==> config.mk <==
export PLATFORM = sky130hd
export DESIGN_NAME = edid_update_ctrl
export DESIGN_NICKNAME = d
export VERILOG_FILES = /design/src/rtl/edid_update_ctrl.sv
export SDC_FILE = /design/constraint.sdc
export NUM_CORES = 1
export LEC_CHECK = 0
export ABC_AREA = 1
export CORE_MARGIN = 2
export CORE_UTILIZATION = 30
export CTS_BUF_LIST = sky130_fd_sc_hd__clkbuf_4
export CTS_CLUSTER_DIAMETER = 40
export CTS_CLUSTER_SIZE = 25
export DETAILED_ROUTE_END_ITERATION = 8
export GPL_TIMING_DRIVEN = 0
export SETUP_SLACK_MARGIN = 0.5
export SKIP_LAST_GASP = 1
export SYNTH_ARGS = -nofsm -noshare
export SYNTH_HDL_FRONTEND = slang
export SYNTH_SLANG_ARGS = --single-unit
==> constraint.sdc <==
create_clock -name clk -period 2.01 [get_ports clk]
set_input_delay 0.3015 -clock clk [delete_from_list [all_inputs] [get_ports clk]]
set_output_delay 0.3015 -clock clk [all_outputs]
set_load 0.1 [all_outputs]
==> src/rtl/edid_update_ctrl.sv <==
// ============================================================================
// edid_update_ctrl : EDID RAM update sequencer, I2C read arbiter, HPD hold-off
// Optional macro EDID_CSUM_FIX_EN rewrites each block checksum byte. Rev 1.0
// ============================================================================
`default_nettype none

module edid_update_ctrl #(
  parameter int ADDR_W      = 8,
  parameter int EDID_BYTES  = 256,
  parameter int HPD_LOW_CYC = 100000
) (
  input  logic              clk,
  input  logic              rst_n,
  input  logic              upd_req,
  output logic              upd_busy,
  output logic              upd_done,
  input  logic              wr_valid,
  output logic              wr_ready,
  input  logic [7:0]        wr_data,
  input  logic              i2c_rd_req,
  input  logic [ADDR_W-1:0] i2c_rd_addr,
  output logic              i2c_rd_vld,
  output logic [7:0]        i2c_rd_data,
  output logic              ram_ce,
  output logic              ram_we,
  output logic [ADDR_W-1:0] ram_addr,
  output logic [7:0]        ram_wdata,
  input  logic [7:0]        ram_rdata,
  output logic              hpd,
  output logic              csum_err
);

  localparam int LOW_W = (HPD_LOW_CYC < 1) ? 1 : $clog2(HPD_LOW_CYC + 1);
  localparam logic [LOW_W-1:0]  LOW_MAX   = LOW_W'(HPD_LOW_CYC);
  localparam logic [ADDR_W-1:0] LAST_ADDR = ADDR_W'(EDID_BYTES - 1);

  typedef enum logic [1:0] {
    ST_IDLE = 2'd0,
    ST_LOAD = 2'd1,
    ST_HOLD = 2'd2,
    ST_DONE = 2'd3
  } state_t;

  state_t            state_q, state_d;
  logic [ADDR_W-1:0] byte_cnt_q, byte_cnt_d;
  logic [LOW_W-1:0]  low_cnt_q, low_cnt_d;
  logic [7:0]        acc_q, acc_d;
  logic              hpd_q, hpd_d;
  logic              csum_err_q, csum_err_d;
  logic              rd_pend_q, rd_pend_d;
  logic              rd_vld_q, rd_vld_d;
  logic [7:0]        rd_data_q, rd_data_d;

  logic              wr_fire;
  logic [6:0]        blk_off;
  logic [7:0]        acc_sum;

  always_ff @(posedge clk or negedge rst_n) begin
    if (!rst_n) begin
      state_q    <= ST_IDLE;
      byte_cnt_q <= '0;
      low_cnt_q  <= '0;
      acc_q      <= '0;
      hpd_q      <= 1'b0;
      csum_err_q <= 1'b0;
      rd_pend_q  <= 1'b0;
      rd_vld_q   <= 1'b0;
      rd_data_q  <= '0;
    end else begin
      state_q    <= state_d;
      byte_cnt_q <= byte_cnt_d;
      low_cnt_q  <= low_cnt_d;
      acc_q      <= acc_d;
      hpd_q      <= hpd_d;
      csum_err_q <= csum_err_d;
      rd_pend_q  <= rd_pend_d;
      rd_vld_q   <= rd_vld_d;
      rd_data_q  <= rd_data_d;
    end
  end

  always_comb begin
    state_d    = state_q;
    byte_cnt_d = byte_cnt_q;
    low_cnt_d  = low_cnt_q;
    acc_d      = acc_q;
    hpd_d      = hpd_q;
    csum_err_d = csum_err_q;
    ram_ce     = 1'b0;
    ram_we     = 1'b0;
    ram_addr   = '0;
    ram_wdata  = '0;

    blk_off  = byte_cnt_q[6:0];
    acc_sum  = acc_q + wr_data;
    wr_ready = (state_q == ST_LOAD) && !i2c_rd_req;
    wr_fire  = wr_valid && wr_ready;

    // RAM read data lands one cycle after the request and is registered once more.
    rd_pend_d = i2c_rd_req;
    rd_vld_d  = rd_pend_q;
    rd_data_d = rd_pend_q ? ram_rdata : rd_data_q;

    if (i2c_rd_req) begin
      ram_ce   = 1'b1;
      ram_addr = i2c_rd_addr;
    end else if (wr_fire) begin
      ram_ce    = 1'b1;
      ram_we    = 1'b1;
      ram_addr  = byte_cnt_q;
`ifdef EDID_CSUM_FIX_EN
      ram_wdata = (blk_off == 7'd127) ? (8'd0 - acc_q) : wr_data;
`else
      ram_wdata = wr_data;
`endif
    end

    if (((state_q == ST_LOAD) || (state_q == ST_HOLD)) && (low_cnt_q != LOW_MAX)) begin
      low_cnt_d = low_cnt_q + LOW_W'(1);
    end

    case (state_q)
      ST_IDLE: begin
        if (upd_req) begin
          state_d    = ST_LOAD;
          hpd_d      = 1'b0;
          byte_cnt_d = '0;
          low_cnt_d  = '0;
          acc_d      = '0;
          csum_err_d = 1'b0;
        end
      end
      ST_LOAD: begin
        if (wr_fire) begin
          byte_cnt_d = byte_cnt_q + ADDR_W'(1);
          // Offset 0 restarts the block sum; offset 127 is the checksum byte itself.
          if (blk_off == 7'd0) begin
            acc_d = wr_data;
          end else if (blk_off != 7'd127) begin
            acc_d = acc_sum;
          end
`ifndef EDID_CSUM_FIX_EN
          if ((blk_off == 7'd127) && (acc_sum != 8'd0)) begin
            csum_err_d = 1'b1;
          end
`endif
          if (byte_cnt_q == LAST_ADDR) begin
            state_d = ST_HOLD;
          end
        end
      end
      ST_HOLD: begin
        if (low_cnt_q >= LOW_MAX) begin
          state_d = ST_DONE;
          hpd_d   = 1'b1;
        end
      end
      default: begin
        state_d = ST_IDLE;
      end
    endcase
  end

  assign upd_busy    = (state_q != ST_IDLE);
  assign upd_done    = (state_q == ST_DONE);
  assign hpd         = hpd_q;
  assign csum_err    = csum_err_q;
  assign i2c_rd_vld  = rd_vld_q;
  assign i2c_rd_data = rd_data_q;

endmodule

`default_nettype wire

==> summary.txt, run 1 <==
Critical path
  • Cells along the critical path: inv_2 > ha_4 > buf_8 > nand3_4 > clkbuf_16 > o21ai_4 > buf_12
  • Arr. time, crit path: roughly 1800 ps
  • CP Launch Type: flop
  • Crit-path slowest cell: dfrtp_1
  • CP Max Fanout: 5
  • CP Class: reg -> out
  • CP max stage delay: 420 ps
  • Worst Setup End Kind: output port
  • Worst Path Required: 1710 ps

Clock tree
  • CTS Buf Count: 5
  • Maximum root-to-sink buffer count: 2
  • Clock transition at path regs: 140 ps
  • CTS tree: yes
  • Htree depth: 2
  • CTS Sinks: 47
  • Later-pin clock latency in the skew report: around 380 ps
  • CTS Root Cell: clkbuf_4

Die
  • Die Y: around 110 um
  • Initial Utilization: between 30 and 40%
  • Die area: 11,300 um2
  • IO Pins: 61
  • Core Region: 10,200 um2
  • Row count: 37
  • Chip Width: 106 um

Place
  • Post-DP HPWL: 6090 um
  • IO Port Bufs: 60
  • Placed cell area: 4120 um2
  • Placed Cells: between 600 and 700
  • Global placer's final weighted congestion: ~0.94

Yosys
  • Syn_nets: 480
  • Netlist cell types: 35
  • Synth area leaders: dfrtp_1 (37%), nand2_1 (14%), inv_1 (7.6%)
  • Synth Instances: about 430
  • Mapped Area: 3140 um2
  • Number of flops mapped to enable cells by yosys: 0
  • Post-synth top flop: dfrtp_1
  • Yosys warning count: 0
  • #FFs+latches synth: 47
  • Syn avg cell area: 7.24 um2
  • Sequential-to-total area share from yosys stat: 37.5%
  • Largest area contributor in the netlist: dfrtp_1
  • Post-synth ARST share: 100%
  • Share of the synthesized area in the top cell type: 37.5%

Timing
  • Final worst slack: -94.2 ps
  • Final TNS setup: -895 ps
  • Fin crit period: approximately 2100 ps
  • Final setup viols: 16
  • Worst Tran Pin Value: 515 ps
  • Final Hold Fails: 0
  • F_max: 475 MHz
  • Relative slew slack: 65.5%
  • RSZ-0062 raised after global routing: yes
  • Final worst-path cycle share: 105%
  • Max-slew violation count: 0
  • Worst Clk Skew: 11.7 ps

Pwr
  • VDD IR max: between 0.8 and 0.9 mV
  • Static leakage: ~2.4 nW
  • PwrDens: 1320 nW/um2

Global routing
  • Vias in the first global route: about 3,100
  • First-pass GRT wire length: between 10,000 and 15,000 um
  • Initial antenna violation count: 0
  • Largest net degree at the start of global routing: 33
  • Gr ovfl total: 0
  • All-layer global routing usage: about 16%

Cells and area
  • Final Instance Count excl. Fillers: about 680
  • Register area: 1180 um2
  • Final instance area: roughly 5100 um2
  • Area growth from synthesis to layout: 63.1%
  • Nets: slightly below 600
  • Filler instances: 921
  • Multi-input logic area: 2150 um2
  • Layout cells sized above 1: between 30% and 40%
  • ANT cells: 0

Route
  • Routed Antenna Nets: 0
  • Vias: 3,202
  • Iteration-0 DRC Markers: 132
  • DRT Pass-1 Iters: 4
  • Total Wirelength: 8970 um
  • Wire length per cell: 13.3 um
  • Post-DR vias/cell: 4.74
  • Drt drc: 0

Outcome
  • Status: complete, but fails checks
  • Failing checks: setup timing

Job
  • Max cap viols: 0

Hold path
  • Worst hold path type: in -> reg
[metrics by stage]
stage | utilization [%] | power, mW | setup WS, ps | hold WS [ps]
after floorplan | - | 3.75 | -148 | 5.91
after global placement | 40.1 | 4.43 | -1080 | 359
after detailed placement | 40.2 | 4.50 | -1090 | 258
after CTS | 45.4 | 5.78 | -65.7 | 360
after global routing | 50.1 | 7.24 | -161 | 304
final | 50.1 | 6.78 | -94.2 | 310
[logic make-up (layout without fill, tap and decap cells)]
group,after synthesis,after routing,synth area share (%)
xor+xnor,8,8,2.23
buf+inv,77,182,10.1
compound gates,52,52,9.52
mux,8,8,2.87
simple gates,225,226,30.8
fa+ha+maj,17,17,7.01
flops,47,47,37.5
[state kept, by name (all words and copies together), names as in the netlist]
name / count
acc_q: 8
byte_cnt_q: 8
csum_err: 1
hpd: 1
i2c_rd_data: 8
i2c_rd_vld: 1
low_cnt_q: 17
rd_pend_q: 1
state_q: 2
[critical path, delay by kind of cell, from the launching register on]
kind / cells / cell delay (ps)
fa+ha+maj: 1 / 140
compound gates: 1 / 140
flops: 1 / 420
simple gates: 1 / 110
buf+inv: 4 / 610
[layout by cell type, fill, tap and decap left out, types with 15 or more instances in the layout]
cell type	netlist	routed
nor2_1	47	33
nand3_1	30	23
buf_6	2	16
nand2_1	121	104
clkdlybuf4s50_1	0	26
buf_12	0	25
inv_1	64	54
dfrtp_1	47	46
buf_4	2	17
clkbuf_4	0	15
[what timing repair did]
action	in CTS	in global routing
hold buffers	1	0
pin swaps	13	23
setup endpoints to repair	69	68
cloned	4	1
setup buffers	15	16
endpoints found under the hold margin	15	0
resized for setup	285	93
[worst paths after layout]
path                            slack [ps]       endpoint  cells after the start  startpoint
worst max register to register         -30  byte_cnt_q[4]                     14  state_q[1]
worst min register to register         390     i2c_rd_vld                      0   rd_pend_q
worst min-delay path                   310       acc_q[0]                      3  wr_data[0]
max in group asynchronous             1160  byte_cnt_q[6]                      3       rst_n
worst max-delay path                   -90    ram_addr[6]                      7  state_q[1]
min in group asynchronous              350  low_cnt_q[14]                      2       rst_n
[synthesized netlist by cell type, types with 2 or more instances]
cell type  number
nand4_1         5
nand2_1       121
o21ai_1         3
o211ai_1        4
o21bai_1        4
dfrtp_1        47
mux2_2          8
nand2_2         3
ha_1           16
a21oi_1        12
buf_6           2
nor2_1         47
inv_2           2
buf_4           2
a21oi_2         2
inv_1          64
buf_2           2
xor2_1          7
nor3b_1         3
clkinv_2        2
nand3_1        30
o21ai_0        24
nor3_1         11
clkbuf_1        2
[layout make-up]
class                   instances  share of cell area (%)
multi-input cells             311                    41.9
flip-flops and latches         47                    23.0
repair buffers                 96                    22.8
inverters                      69                    5.79
well taps                     136                    3.32
plain buffers                   8                    1.90
clock buffers                   5                   0.733
clock inverters                 3                   0.464
repair inverters                1                   0.122
[metal layers]
layer / global-route usage, % / vias to the layer above / wire length, um
met1: 20.7 / 1522 / 3850
met2: 28.2 / 74 / 4690
met3: 2.33 / 8 / 340
met4: 3.57 / 0 / 88
li1: - / 1598 / -
met5: 0 / - / 0
[report_power, final]
group	switching (mW)	internal, mW	leakage (nW)
combinational	2.83	2.03	1.75
sequential	0.235	1.19	0.606
clock	0.343	0.141	0.0278
total	3.41	3.37	2.38
Power figures use the tool's default switching activity.
==> inputs of run 2 (changes only) <==
--- a/config.mk
+++ b/config.mk
@@ -8,7 +8,7 @@
 export ABC_AREA = 1
 export CORE_MARGIN = 2
 export CORE_UTILIZATION = 30
-export CTS_BUF_LIST = sky130_fd_sc_hd__clkbuf_4
+export CTS_BUF_LIST = sky130_fd_sc_hd__clkbuf_8
 export CTS_CLUSTER_DIAMETER = 40
 export CTS_CLUSTER_SIZE = 25
 export DETAILED_ROUTE_END_ITERATION = 8
==> run 2 against run 1 <==
  * The flow now finishes without violations
  * Non-clock buffer count increased by 6
  * Power decreased by 0.63%
  * Sequential share of layout area increased by 0.077 points
  * Maximum frequency increased by 5.7%
  * Sequential power about the same
  * Clock power increased by 26%
  * Design area decreased by 0.44%
  * Register-to-register slack improved by 120 ps
  * Sequential cell count unchanged
  * Worst hold slack improved by 67 ps
  * Critical endpoint unchanged
  * Largest power group unchanged
==> summary.txt, run 2 (synthesis results as in run 1) <==
Global routing
  • First-pass GRT wire length: 15,300 um (+3.4%)
  • Gr ovfl total: 0 (unchanged)
  • All-layer global routing usage: 16.5% (+0.51 points)
  • Largest net degree at the start of global routing: 33 (unchanged)
  • Initial antenna violation count: 0 (unchanged)
  • Vias in the first global route: 3,251 (+3.8%)

Clock tree
  • Clock transition at path regs: 90 ps (-50 ps)
  • CTS Sinks: 47 (unchanged)
  • CTS Root Cell: clkbuf_8
  • Htree depth: 2 (unchanged)
  • Later-pin clock latency in the skew report: 320 ps (-60 ps)
  • CTS tree: yes
  • Maximum root-to-sink buffer count: 2 (unchanged)
  • CTS Buf Count: 5 (unchanged)

Route
  • Routed Antenna Nets: 0 (unchanged)
  • Iteration-0 DRC Markers: 177 (+34%)
  • Drt drc: 0 (unchanged)
  • Vias: 3,215 (+0.41%)
  • DRT Pass-1 Iters: 4 (unchanged)
  • Post-DR vias/cell: 4.72 (-0.33%)
  • Total Wirelength: 8840 um (-1.4%)
  • Wire length per cell: 13.0 um (-2.2%)

Timing
  • Max-slew violation count: 0 (unchanged)
  • Final Hold Fails: 0 (unchanged)
  • Fin crit period: 1990 ps (-114 ps)
  • RSZ-0062 raised after global routing: yes
  • Relative slew slack: 66.5% (+0.92 points)
  • F_max: 502 MHz (+5.7%)
  • Final worst slack: 19.6 ps (+114 ps)
  • Final setup viols: 0 (-16)
  • Worst Tran Pin Value: 507 ps (-8.66 ps)
  • Worst Clk Skew: 15.2 ps (+3.50 ps)
  • Final worst-path cycle share: 99.0% (-5.7 points)

Cells and area
  • Commonest non-fill, non-tap cell in the layout: nand2_1
  • Filler instances: 921 (unchanged)
  • ANT cells: 0 (unchanged)
  • Layout cells sized above 1: 34.3% (-0.87 points)
  • Most frequent cells in the layout: nand2_1 (109), inv_1 (54), dfrtp_1 (47)
  • Share of the core filled with cells: 49.9% (-0.22 points)
  • Nets: 590 (+0.85%)
  • Multi-input logic area: 2120 um2 (-1.5%)
  • Register area: 1180 um2 (-0.11%)
  • Biggest register: low_cnt_q
  • Area growth from synthesis to layout: 62.4%
  • Max reg flops: 17 (unchanged)

Critical path
  • Worst setup startpoint: state_q[1]
  • Worst Path Required: 1710 ps (about the same)
  • Arr. time, crit path: 1690 ps (-110 ps)
  • Worst R2R End: byte_cnt_q[4]
  • CP Launch Type: flop
  • FF-to-FF Start: state_q[0]
  • Worst Setup End Kind: output port
  • CP Class: reg -> out
  • Worst-case reg-to-reg path depth: 11 (-3)
  • CP Max Fanout: 5 (unchanged)
  • Critical path destination: ram_addr[6]
  • R2R Setup Slk: 90 ps (+120 ps)

Die
  • Die Y: 106 um (unchanged)
  • Initial Utilization: 30.7% (unchanged)
  • Row count: 37 (unchanged)
  • Chip Width: 106 um (unchanged)
  • Die area: 11,300 um2 (unchanged)
  • IO Pins: 61 (unchanged)
  • Core Region: 10,200 um2 (unchanged)

Outcome
  • Status: finished clean

Pwr
  • PwrDens: 1320 nW/um2 (-0.19%)
  • Static leakage: 2.38 nW (+0.17%)
  • VDD IR max: 0.792 mV (-2.2%)

Hold path
  • Worst hold path type: reg -> reg

Job
  • Max cap viols: 0 (unchanged)

Place
  • Global placer's final weighted congestion: 0.942 (unchanged)
  • Post-DP HPWL: 6090 um (unchanged)
  • IO Port Bufs: 60 (unchanged)
  • Setup slack at placement: -1090 ps (unchanged)
-- run 2: cell count changes in the layout (fill, tap and decap cells not counted), moves of 3 or more --
cell / delta
o21ai_2: -3
clkbuf_4: -15
buf_4: +9
clkinv_4: +3
buf_2: +11
nand2_1: +5
buf_6: -3
clkbuf_8: +5
nand2_2: -3
-- run 2: per-stage QoR --
stage	TNS, ps	hold slack [ps]	std cells	power [mW]	cell area [um2]
2_1_floorplan	-1460	5.91	434	3.75	3330
3_3_place_gp	-55370	359	630	4.43	4100
3_5_place_dp	-20380	258	631	4.50	4120
4_1_cts	0	381	669	6.36	4930
5_1_grt	-338	418	681	7.22	5100
6_report	0	377	681	6.73	5100
-- run 2: area by class of cell --
type,count,area share [%]
clock buffers,5,1.35
repair buffers,102,22.6
inverters,69,5.71
clock inverters,3,0.466
plain buffers,8,2.01
flip-flops and latches,47,23.1
multi-input cells,311,41.5
well taps,136,3.34
-- run 2: worst min-delay path by stage --
stage | start | end | slack [ps] | cells after the start
detailed placement | rst_n | low_cnt_q[14] | 260 | 1
finish | rd_pend_q | i2c_rd_vld | 380 | 0
global placement | rd_pend_q | i2c_rd_vld | 360 | 0
CTS | rd_pend_q | i2c_rd_vld | 380 | 0
global route | rd_pend_q | i2c_rd_vld | 420 | 0
floorplan | rst_n | acc_q[0] | 6 | 0
-- run 2: what timing repair did --
| action | 4_1_cts | 5_1_grt |
|---|---|---|
| setup buffers | 25 | 12 |
| resized for setup | 323 | 22 |
| endpoints found under the hold margin | 15 | 0 |
| endpoints found under the setup margin | 69 | 60 |
| pin swaps | 24 | 15 |
| gates cloned | 4 | 0 |
| hold buffers | 1 | 0 |
-- run 2: worst max-delay path, cell delays in order (launching register included) --
cell	delay, ps
dfrtp_1	400
inv_2	80
ha_4	140
buf_12	120
nand3_4	110
clkbuf_16	200
o21ai_4	140
buf_12	190
-- run 2: power by group --
group | internal (mW) | total (mW) | switching (mW)
Sequential | 1.19 | 1.43 | 0.234
Combinational | 1.99 | 4.70 | 2.70
Clock | 0.249 | 0.609 | 0.360
Total | 3.43 | 6.73 | 3.30
-- run 2: layer usage --
layer,global-route usage (%),routed length [um],part of all wire (%),vias up
met2,29.4,4650,53,66
met1,20.9,3820,43,1539
li1,-,-,-,1606
met5,0,0,0,-
met4,3.85,55,0.62,0
met3,2.39,315,3.6,4
==> inputs of run 3 (changes only) <==
--- a/config.mk
+++ b/config.mk
@@ -6,7 +6,8 @@
 export NUM_CORES = 1
 export LEC_CHECK = 0
 export ABC_AREA = 1
-export CORE_MARGIN = 2
+export CAP_MARGIN = 20
+export CORE_MARGIN = 10
 export CORE_UTILIZATION = 30
 export CTS_BUF_LIST = sky130_fd_sc_hd__clkbuf_8
 export CTS_CLUSTER_DIAMETER = 40
==> constraint.sdc (replaced) <==
create_clock -name clk -period 1.8 [get_ports clk]
set_input_delay 0.27 -clock clk [delete_from_list [all_inputs] [get_ports clk]]
set_output_delay 0.27 -clock clk [all_outputs]
set_load 0.1 [all_outputs]
==> run 3 against run 2 <==
  * The run now ends with setup timing left
  * Highest routed layer unchanged
  * Power is 22% higher
  * Via count is 1.4% higher
  * Largest power group unchanged
  * Critical path depth is the same
  * Register-to-register slack got worse by 180 ps
  * Utilization rose by 2.6 points
  * Critical path type unchanged
  * Die area is 32% higher
  * Sequential share of layout area is 1.2 points lower
==> summary.txt, run 3 (synthesis results as in run 1) <==
Cells and area
  • Max reg flops: 17 (unchanged)
  • Final Instance Count excl. Fillers: 692 (+1.6%)
  • Biggest register: low_cnt_q
  • Register area: 1180 um2 (+0.11%)
  • Most frequent cells in the layout: nand2_1 (99), inv_1 (54), dfrtp_1 (46)
  • Layout cells sized above 1: 39.4% (+5.1 points)
  • ANT cells: 0 (unchanged)
  • Nets: 601 (+1.9%)
  • Commonest non-fill, non-tap cell in the layout: nand2_1
  • Area growth from synthesis to layout: 71.7%
  • Filler instances: 921 (unchanged)
  • Multi-input logic area: 2230 um2 (+5.3%)

Global routing
  • Initial antenna violation count: 0 (unchanged)
  • Largest net degree at the start of global routing: 26 (-21%)
  • Vias in the first global route: 3,213 (-1.2%)
  • All-layer global routing usage: 12.5% (-4.0 points)
  • First-pass GRT wire length: 15,600 um (+2.2%)
  • Gr ovfl total: 0 (unchanged)

Die
  • Row count: 37 (unchanged)
  • Core Region: 10,300 um2 (+0.45%)
  • Chip Width: 122 um (+15%)
  • Die area: 15,000 um2 (+32%)
  • Die Y: 122 um (+15%)
  • IO Pins: 61 (unchanged)
  • Initial Utilization: 30.6% (-0.14 points)

Timing
  • Hold WS: 383 ps (+5.37 ps)
  • Worst Tran Pin Value: 618 ps (+111 ps)
  • Max-slew violation count: 0 (unchanged)
  • RSZ-0062 raised after global routing: yes
  • Fin crit period: between 1500 and 2000 ps
  • Final worst-path cycle share: 109%
  • Final Hold Fails: 0 (unchanged)
  • F_max: between 500 and 600 MHz
  • Worst Clk Skew: 8.09 ps (-7.12 ps)
  • Final setup viols: 33 (+33)
  • Relative slew slack: 58.8% (-7.6 points)
  • Final worst slack: -154 ps (-174 ps)

Pwr
  • Clock power frac: 8.0% (-1.0 points)
  • Sw Pwr: 3.96 mW (+20%)
  • VDD IR max: 0.983 mV (+24%)
  • Static leakage: 2.50 nW (+4.8%)
  • Internal Pwr Total: 4.24 mW (+24%)
  • Gate power share: 72.5% (+2.7 points)
  • Switch share: 48.3% (-0.68 points)
  • PwrDens: 1520 nW/um2 (+15%)
  • Sequential power share: 19.5% (-1.7 points)

Critical path
  • Crit path buf inv count: 4 (unchanged)
  • CP Class: reg -> out
  • Worst Setup End Kind: output port
  • Worst Path Required: 1530 ps (-180 ps)
  • Crit-path slowest cell: dfrtp_1
  • Cells along the critical path: inv_2 > ha_4 > buf_8 > nand3_4 > clkbuf_16 > o21ai_4 > buf_12
  • CP Launch Type: flop
  • CP Max Fanout: 5 (unchanged)
  • CP top delay family: buffers and inverters
  • Arr. time, crit path: 1680 ps (about the same)
  • R2R Setup Slk: -90 ps (-180 ps)
  • CP max stage delay: 400 ps (about the same)

Clock tree
  • CTS Sinks: 47 (unchanged)
  • Maximum root-to-sink buffer count: 2 (unchanged)
  • Later-pin clock latency in the skew report: 300 ps (-20 ps)
  • Htree depth: 2 (unchanged)
  • Clock transition at path regs: 90 ps (about the same)
  • CTS Buf Count: 5 (unchanged)
  • CTS Root Cell: clkbuf_8
  • CTS tree: yes

Job
  • Max cap viols: 0 (unchanged)

Route
  • Routed Antenna Nets: 0 (unchanged)
  • Total Wirelength: 9650 um (+9.1%)
  • Post-DR vias/cell: 4.71 (-0.24%)
  • DRT Pass-1 Iters: 4 (unchanged)
  • Vias: 3,259 (+1.4%)
  • Iteration-0 DRC Markers: 146 (-18%)
  • Drt drc: 0 (unchanged)
  • Wire length per cell: 13.9 um (+7.4%)

Outcome
  • Failing checks: setup timing
  • Status: complete, but fails checks

Hold path
  • Worst hold path type: reg -> reg

Place
  • Setup slack at placement: -1330 ps (-239 ps)
  • IO Port Bufs: 60 (unchanged)
  • Placed Cells: 631 (unchanged)
  • Global placer's final weighted congestion: 0.904 (-4.1%)
  • Post-DP HPWL: 6470 um (+6.3%)
[run 3: through the flow]
step	cell area, um2	total power, mW	utilization, %	TNS (ps)
2_1_floorplan	3320	4.22	-	-7730
3_3_place_gp	4090	5.00	39.8	-72760
3_5_place_dp	4100	5.04	39.9	-26690
4_1_cts	5030	7.46	48.9	-2470
5_1_grt	5390	8.80	52.5	-4980
6_report	5390	8.21	52.5	-2240
[run 3: worst paths after layout]
path / startpoint / end / depth (start not counted)
setup / recovery: state_q[1] / ram_addr[6] / 7
hold / removal: rd_pend_q / i2c_rd_vld / 0
setup reg to reg: state_q[0] / byte_cnt_q[4] / 10
hold reg to reg: rd_pend_q / i2c_rd_vld / 0
max in group asynchronous: rst_n / low_cnt_q[3] / 3
min in group asynchronous: rst_n / low_cnt_q[8] / 2
[run 3: worst register-to-register path, cell delays in order, from the launching register on]
cell and delay (ps):
dfrtp_2 450, ha_4 170, buf_8 130, buf_4 190, a21oi_4 210, nand2_4 110, buf_6 140, nor3_4 190
nand3_2 110, nand2_1 70, nor2_1 30
[run 3: power groups by stage]
stage / Combinational, mW / Sequential (mW) / Clock [mW]
5_1_grt: 6.44 / 1.64 / 0.718
2_1_floorplan: 2.45 / 1.77 / 0
6_report: 5.95 / 1.60 / 0.659
4_1_cts: 5.20 / 1.58 / 0.675
3_3_place_gp: 3.41 / 1.59 / 0
3_5_place_dp: 3.44 / 1.60 / 0
[run 3: cell type report]
type	instances	share of cell area, %
repair buffers	113	24.5
clock buffers	5	1.28
flip-flops and latches	47	21.8
clock inverters	3	0.371
multi-input cells	311	41.4
inverters	69	5.62
plain buffers	8	1.88
well taps	136	3.16
[run 3: metal layers]
layer  global-route usage, %  part of all wire, %  vias up  wire, um
li1                        -                    -     1634         -
met1                    15.2                   42     1543      4050
met4                    2.95                  1.3        0       129
met2                    22.4                   53       68      5080
met5                       0                    0        -         0
met3                    2.25                  4.1       14       395
[run 3: timing repair]
item,in CTS,in global routing
hold buffers,1,0
resized for setup,344,56
buffers inserted,30,18
pin swaps,18,28
cloned,4,0
endpoints found under the hold margin,22,0
setup endpoints to repair,69,58
